===== src/rtl/core_regfile_pkg.sv =====
// Shared address-map offsets for the register file special locations.
// Offsets are relative to NUM_GP so one map serves every GP-count configuration.
package core_regfile_pkg;

  localparam int ADDR_PC_OFS   = 0;
  localparam int ADDR_ZERO_OFS = 1;
  localparam int ADDR_ONE_OFS  = 2;
  localparam int ADDR_ONES_OFS = 3;
  localparam int ADDR_BUS_OFS  = 4;
  localparam int NUM_SPECIAL   = 5;

  function automatic int mapAddr(input int numGp, input int ofs);
    return numGp + ofs;
  endfunction

endpackage


===== src/rtl/core_regfile_read_mux.sv =====
// One combinational read port: address decode over GP/PC/constants/bus latch,
// with optional same-cycle forwarding of the write port for GP and PC addresses.
module core_regfile_read_mux
  import core_regfile_pkg::*;
#(
  parameter int DATA_W = 16,
  parameter int NUM_GP = 11,
  parameter int ADDR_W = 4,
  parameter int BYPASS = 1
) (
  input  logic [ADDR_W-1:0]              addr_i,
  input  logic [NUM_GP-1:0][DATA_W-1:0]  gpRegs_i,
  input  logic [DATA_W-1:0]              pc_i,
  input  logic [DATA_W-1:0]              busReg_i,
  input  logic                           writeEnable_i,
  input  logic [ADDR_W-1:0]              addrWrite_i,
  input  logic [DATA_W-1:0]              dataWrite_i,
  output logic [DATA_W-1:0]              data_o
);

  localparam logic [ADDR_W-1:0] ADDR_PC   = ADDR_W'(mapAddr(NUM_GP, ADDR_PC_OFS));
  localparam logic [ADDR_W-1:0] ADDR_ZERO = ADDR_W'(mapAddr(NUM_GP, ADDR_ZERO_OFS));
  localparam logic [ADDR_W-1:0] ADDR_ONE  = ADDR_W'(mapAddr(NUM_GP, ADDR_ONE_OFS));
  localparam logic [ADDR_W-1:0] ADDR_ONES = ADDR_W'(mapAddr(NUM_GP, ADDR_ONES_OFS));
  localparam logic [ADDR_W-1:0] ADDR_BUS  = ADDR_W'(mapAddr(NUM_GP, ADDR_BUS_OFS));

  // Forwarding is limited to GP and PC; constants and the bus latch are never writable.
  always_comb begin
    data_o = '0;
    for (int i = 0; i < NUM_GP; i++) begin
      if (addr_i == ADDR_W'(i)) data_o = gpRegs_i[i];
    end
    if (addr_i == ADDR_PC)        data_o = pc_i;
    else if (addr_i == ADDR_ZERO) data_o = '0;
    else if (addr_i == ADDR_ONE)  data_o = DATA_W'(1);
    else if (addr_i == ADDR_ONES) data_o = '1;
    else if (addr_i == ADDR_BUS)  data_o = busReg_i;
    if ((BYPASS != 0) && writeEnable_i && (addrWrite_i == addr_i) && (addrWrite_i <= ADDR_PC))
      data_o = dataWrite_i;
  end

endmodule


===== src/rtl/core_regfile_mp.sv =====
// Multi-read-port register file: GP registers, PC with configurable step and
// reset vector, constant sources and a handshaked single-word bus input latch.
module core_regfile_mp
  import core_regfile_pkg::*;
#(
  parameter int DATA_W   = 16,
  parameter int NUM_GP   = 11,
  parameter int ADDR_W   = 4,
  parameter int NUM_RD   = 2,
  parameter int BYPASS   = 1,
  parameter int PC_STEP  = 1,
  parameter int PC_RESET = 0,
  parameter int DBG_IDX  = 7
) (
  input  logic                     clk,
  input  logic                     rst,
  input  logic [NUM_RD*ADDR_W-1:0] addr_read,
  output logic [NUM_RD*DATA_W-1:0] data_read,
  input  logic [ADDR_W-1:0]        addr_write,
  input  logic [DATA_W-1:0]        data_write,
  input  logic                     write_enable,
  input  logic                     pc_inc,
  output logic [DATA_W-1:0]        pc_out,
  input  logic [DATA_W-1:0]        bus_datain,
  input  logic                     bus_valid,
  output logic                     bus_ready,
  input  logic                     bus_pop,
  output logic                     bus_full,
  output logic [DATA_W-1:0]        dbg_reg_out
);

  localparam logic [ADDR_W-1:0] ADDR_PC = ADDR_W'(mapAddr(NUM_GP, ADDR_PC_OFS));

  if (NUM_GP + NUM_SPECIAL > 2**ADDR_W) begin : g_badAddrW
    $error("core_regfile_mp: NUM_GP+5 (%0d) exceeds 2**ADDR_W (%0d)", NUM_GP + NUM_SPECIAL, 2**ADDR_W);
  end
  if (DBG_IDX >= NUM_GP) begin : g_badDbgIdx
    $error("core_regfile_mp: DBG_IDX (%0d) must be below NUM_GP (%0d)", DBG_IDX, NUM_GP);
  end

  logic [NUM_GP-1:0][DATA_W-1:0] gp_q, gp_d;
  logic [DATA_W-1:0]             pc_q, pc_d;
  logic [DATA_W-1:0]             busReg_q, busReg_d;
  logic                          busFull_q, busFull_d;
  logic                          busXfer;

  assign bus_ready   = !busFull_q || bus_pop;
  assign busXfer     = bus_valid && bus_ready;
  assign pc_out      = pc_q;
  assign bus_full    = busFull_q;
  assign dbg_reg_out = gp_q[DBG_IDX];

  // An explicit PC write beats the increment; a new transfer beats a pop.
  always_comb begin
    gp_d = gp_q;
    for (int i = 0; i < NUM_GP; i++) begin
      if (write_enable && (addr_write == ADDR_W'(i))) gp_d[i] = data_write;
    end
    pc_d = pc_q;
    if (write_enable && (addr_write == ADDR_PC)) pc_d = data_write;
    else if (pc_inc)                             pc_d = pc_q + DATA_W'(PC_STEP);
    busReg_d  = busXfer ? bus_datain : busReg_q;
    busFull_d = busFull_q;
    if (busXfer)      busFull_d = 1'b1;
    else if (bus_pop) busFull_d = 1'b0;
  end

  always_ff @(posedge clk) begin
    if (rst) begin
      gp_q      <= '0;
      pc_q      <= DATA_W'(PC_RESET);
      busReg_q  <= '0;
      busFull_q <= 1'b0;
    end else begin
      gp_q      <= gp_d;
      pc_q      <= pc_d;
      busReg_q  <= busReg_d;
      busFull_q <= busFull_d;
    end
  end

  for (genvar k = 0; k < NUM_RD; k++) begin : g_readPort
    core_regfile_read_mux #(
      .DATA_W (DATA_W),
      .NUM_GP (NUM_GP),
      .ADDR_W (ADDR_W),
      .BYPASS (BYPASS)
    ) u_readMux (
      .addr_i        (addr_read[k*ADDR_W +: ADDR_W]),
      .gpRegs_i      (gp_q),
      .pc_i          (pc_q),
      .busReg_i      (busReg_q),
      .writeEnable_i (write_enable),
      .addrWrite_i   (addr_write),
      .dataWrite_i   (data_write),
      .data_o        (data_read[k*DATA_W +: DATA_W])
    );
  end

endmodule


===== config.mk =====
export PLATFORM = sky130hd
export DESIGN_NAME = core_regfile_mp
export DESIGN_NICKNAME = d
export VERILOG_FILES = /design/src/rtl/core_regfile_pkg.sv /design/src/rtl/core_regfile_read_mux.sv /design/src/rtl/core_regfile_mp.sv
export SDC_FILE = /design/constraint.sdc
export NUM_CORES = 1
export LEC_CHECK = 0
export CORE_AREA = 2 2 181 183
export DETAILED_ROUTE_END_ITERATION = 6
export DIE_AREA = 0 0 183 185
export PLACE_DENSITY_LB_ADDON = 0.15
export SYNTH_ARGS = -nofsm -noshare
export SYNTH_HDL_FRONTEND = slang
export SYNTH_SLANG_ARGS = --single-unit
export TNS_END_PERCENT = 30

===== constraint.sdc =====
create_clock -name clk -period 6.8 [get_ports clk]
set_clock_uncertainty 0.2 [all_clocks]
set_input_delay 2.04 -clock clk [delete_from_list [all_inputs] [get_ports clk]]
set_output_delay 2.04 -clock clk [all_outputs]
set_load 0.005 [all_outputs]

## Yosys cells after proc, flatten, opt, wreduce, memory -nomap -nowiden

Index checks and enable logic that the tools add are counted.

| storage, ports and cells | value |
|---|---|
| register bits | 209 |
| output and inout port bits | 66 |

| operators by class | value |
|---|---|
| add/subtract/negate cells | 1 |
| $lt $le $gt $ge | 1 |
| equal/unequal tests | 43 |
| muxes and demuxes | 38 |
| reductions and logical operators | 24 |

Operator list:

| kind | count |
|---|---|
| 2-to-1 mux 16 bit | 36 |
| equality test 4 bit (second input constant) | 20 |
| equality test 4 x 3 -> 1 bit (second input constant) | 12 |
| equality test 4 x 2 -> 1 bit (second input constant) | 6 |
| logical AND 1 bit | 17 |
| adder 16 x 1 -> 16 bit (second input constant) | 1 |
| equality test 4 x 1 -> 1 bit (second input constant) | 3 |
| zero test 4 bit | 3 |
| equality test 4 bit | 2 |
| <= comparator 4 bit (second input constant) | 1 |
| nonzero test 2 bit | 2 |
| 2-to-1 mux 1 bit | 2 |
| zero test 1 bit | 1 |
| logical OR 1 bit | 1 |

## Longest topological paths before layout

| depth | value |
|---|---|
| depth in word-level cells | 18 |
| gate-level depth with buffers | 8 |
| gate-level depth less buffers | 5 |

## Hierarchy

A second synthesis with hierarchy kept.

| second synthesis, totals | value |
|---|---|
| cells, all modules | 1827 |
| area total of the unflattened synthesis | 12964.9 µm² |

By module, submodules not included:

| module | instances | cells each | area each (µm²) |
|---|---|---|---|
| core_regfile_mp | 1 | 991 | 7709.9 |
| core_regfile_read_mux | 2 | 418 | 2627.5 |

## Least setup slack after synthesis

OpenSTA, ideal clock, no wires.

| timing | value |
|---|---|
| path type | input to output |
| from | in addr_read[0] |
| to | out data_read[0] |
| arrival | 3.401 ns |
| required time | 4.560 ns |
| slack | 1.159 ns |
| stages | 6 |
| buffers on the path | 1 |
| cells stage by stage | buf_2 > mux4_2 > and2_1 > a211oi_1 > a31oi_1 > mux2_2 |

| on the way | value |
|---|---|
| cells in the longest elaborated chain, start to end | 18 |

Ends and longest elaborated chain:

| what | line | RTL |
|---|---|---|
| start, declared | core_regfile_mp.sv:17 | `input logic [NUM_RD*ADDR_W-1:0] addr_read,` |
| zero test 4 bit | core_regfile_read_mux.sv:31 | `if (addr_i == ADDR_W'(i)) data_o = gpRegs_i[i];` |
| 2-to-1 mux 16 bit (11 in series) | core_regfile_read_mux.sv:31 |  |
| 2-to-1 mux 16 bit | core_regfile_read_mux.sv:37 | `else if (addr_i == ADDR_BUS) data_o = busReg_i;` |
| 2-to-1 mux 16 bit | core_regfile_read_mux.sv:36 | `else if (addr_i == ADDR_ONES) data_o = '1;` |
| 2-to-1 mux 16 bit | core_regfile_read_mux.sv:35 | `else if (addr_i == ADDR_ONE) data_o = DATA_W'(1);` |
| 2-to-1 mux 16 bit | core_regfile_read_mux.sv:34 | `else if (addr_i == ADDR_ZERO) data_o = '0;` |
| 2-to-1 mux 16 bit | core_regfile_read_mux.sv:33 | `if (addr_i == ADDR_PC) data_o = pc_i;` |
| 2-to-1 mux 16 bit * | core_regfile_read_mux.sv:38 | `if ((BYPASS != 0) && writeEnable_i && (addrWrite_i == addr_i) && (addrWrite_i <= ADDR_PC))` |
| end, declared | core_regfile_mp.sv:18 | `output logic [NUM_RD*DATA_W-1:0] data_read,` |

Every way passes the cells marked *; elsewhere a longest branch is shown, timed or not.

## Worst setup path in the final report

| timing | value |
|---|---|
| from | in addr_read[6] |
| to | out data_read[27] |

The elaborated chain is that of the path after synthesis.

==> metrics.md <==
| Metric | Value |
|---|---|
| Commonest cells after routing, fill and taps aside | nand2_1, a21oi_1, dfxtp_1, clkdlybuf4s50_1, buf_4 |
| Vias in the first global route | 12,400 |
| RR Startpoint | pc_out[2] |
| Post-Syn Area | 12,700 um^2 |
| Worst skew pair latency | 0.54 ns |
| H-tree depth | 1 |
| Postcts setup bufs | 0 |
| Final Hold Fails | 0 |
| Critical-path cell list | clkdlybuf4s50_1 -> or3_1 -> buf_4 -> o221ai_1 -> o2111ai_1 -> a31oi_1 -> clkdlybuf4s50_1 |
| Starting Density | 39.5% |
| HP Class | reg -> reg |
| Layout cells sized above 1 | 12.6% |
| Routability Congestion | 0.898 |
| Post-Route Setup TNS | 0 ns |
| Failing checks | design-rule violations |
| Die area | 33,900 um^2 |
| Drt total wl | 52,200 um |
| Actual slew at the worst max-slew pin | 1.08 ns |
| RSZ-0062 raised after global routing | false |
| Pin count of the biggest net entering global routing | 115 |
| Area Growth Syn to Fin | 21.1% |
| TritonCTS clock tree | done |
| Distinct cells, synth | 58 |
| Synth Net Count | 1,804 |
| Synth Instances | 1,753 |
| Avg WL per Cell | 23.1 um |
| Outcome | complete, but fails checks |
| Ant. Diodes | 0 |
| Syn. warnings | 0 |
| Setup crit start | addr_read[6] |
| Total Power | 3240 uW |
| Io pins | 116 |
| Via density | 5.90 |
| Leak | 0.00535 uW |
| CP Launch Type | input port |
| Die width | 183 um |
| CP Data Required Time | 4.56 ns |
| Worst-case clock buffer depth | 3 |
| FMAX | 0.148 GHz |
| Total CTS buffers | 26 |
| CP max FO | 13 |
| Critical path class | in -> out |
| Worst Setup End Kind | output port |
| Relative slew slack | 27.5% |
| Clock sink total | 209 |
| Commonest non-fill, non-tap cell in the layout | nand2_1 |
| Clock root buffer | clkbuf_16 |
| Area leader, netlist | dfxtp_1 |
| Max stage delay cell, worst path | clkdlybuf4s50_1 |
| Port Buf Inserts | 115 |
| Fraction of the yosys area taken by sequential cells | 33.1% |
| Hold buffer count at CTS | 0 |
| Tmin final | 6.74 ns |
| Maxcap violations | 0 |
| CP peak stage delay | 0.54 ns |
| Ranking of synthesized cells by area | dfxtp_1, nand2_1, a21oi_1 |
| First-pass GRT wire length | 78,500 um |
| # rows | 66 |
| Area share of the largest cell type after synthesis | 33.1% |
| Most common cell on crit path | clkdlybuf4s50_1 |
| CP arrival | 4.50 ns |
| Grt ovf | 0 |
| PD cells | 211 nW/um^2 |
| Remaining DRCs | 4 |
| Antenna violations before repair | 0 |
| Filler Cell Count | 3,229 |
| DR vias | 13,300 |
| Hpwl dp | 36,900 um |
| Hold path startpoint | busReg_q[0] |
| Post-synthesis register bit count | 209 |
| Synth async-reset ratio | 0% |
| # setup viols final | 0 |
| NumNets Final | 1,882 |
| Gr usage total | 30.3% |
| EDFF count, synth | 0 |
| Syn avg cell area | 7.22 um^2 |
| Synth Flop Type | dfxtp_1 |
| Slew Limit Fails | 0 |
| Clock Pin Slew Worst Setup and Hold Paths | 0.06 ns |
| Iteration-0 DRC count of the detailed router | 1,366 |
| Crit share post-route | 99.1% |
| First-pass detailed-route iteration total | 7 |
| Worst VDD drop | 0.170 mV |
| Total core area | 32,000 um^2 |
| Die Span Y | 185 um |
| Post-DRT Antenna Nets | 0 |
==> cell usage after synthesis (21+ instances only) <==
| master | number |
|---|---|
| nor2_1 | 91 |
| buf_2 | 39 |
| o221ai_1 | 31 |
| inv_1 | 21 |
| dfxtp_1 | 209 |
| nor3_1 | 22 |
| clkbuf_1 | 101 |
| mux2_2 | 55 |
| o21ai_0 | 93 |
| a21oi_1 | 289 |
| nand2_1 | 445 |
| buf_4 | 23 |
| a31oi_1 | 26 |
| mux2i_1 | 77 |
==> routing by layer <==
layer	part of all wire, %	track usage, %	routed length (um)
met2	45	49.3	23300
met1	44	41.8	23000
met4	3.5	10.5	1830
met3	8.0	3.28	4170
met5	0	0	0
==> per-stage QoR <==
step	setup WS, ns	cell area, um^2	util, %	cells	hold slack (ns)
after floorplan	1.16	12700	-	1753	0.236
after global placement	0.00363	14400	45.0	2211	0.250
after detailed placement	-0.0308	14400	45.0	2211	0.251
after CTS	0.0152	15300	47.8	2259	0.260
after global routing	0.00623	15300	47.8	2259	0.286
final	0.0641	15300	47.8	2259	0.258
==> sequential cells by signal, summed over array words and instances (netlist names) <==
signal / flops
busReg_q: 16
bus_full: 1
dbg_reg_out: 16
gp_q: 160
pc_out: 16
==> logic make-up after synthesis <==
logic type	Yosys count	synth area share, %
DFF	209	33.1
buffers and inverters	196	7.09
adders and majority gates	1	0.0989
and+or+nand+nor	652	21.6
AOI/OAI and AO/OA	537	24.6
xor gates and xnor gates	19	1.32
muxes	139	12.2
==> cell type report <==
cell class	instances	area, um^2	area share (%)
well taps	408	510	3.33
clock inverters	11	149	0.972
repair buffers	223	2030	13.2
inverters	23	86.3	0.563
clock buffers	37	753	4.92
flip-flops and latches	209	4180	27.3
multi-input cells	1348	7610	49.7
==> final timing paths <==
kind,slack (ns),depth (start not counted),endpoint
setup reg to reg,4.59,5,pc_out[15]
hold reg to reg,0.26,2,busReg_q[0]
hold / removal,0.26,2,busReg_q[0]
setup / recovery,0.06,7,data_read[27]
==> where the power goes <==
part	switching (uW)	internal (uW)	leakage [uW]
Clock	582	888	0.000444
Sequential	30.3	1250	0.00169
Combinational	292	200	0.00321
==> what timing repair did <==
item / CTS / global route
gates resized for setup: 1 / 4
pin swaps: 0 / 1
endpoints found under the setup margin: 9 / 15
==> critical path, delay by kind of cell <==
kind,cells,cell delay [ns]
and+or+nand+nor,1,0.39
AOI/OAI and AO/OA,3,0.80
buffers and inverters,3,1.25
No activity file was read; power rests on OpenSTA's default activity.
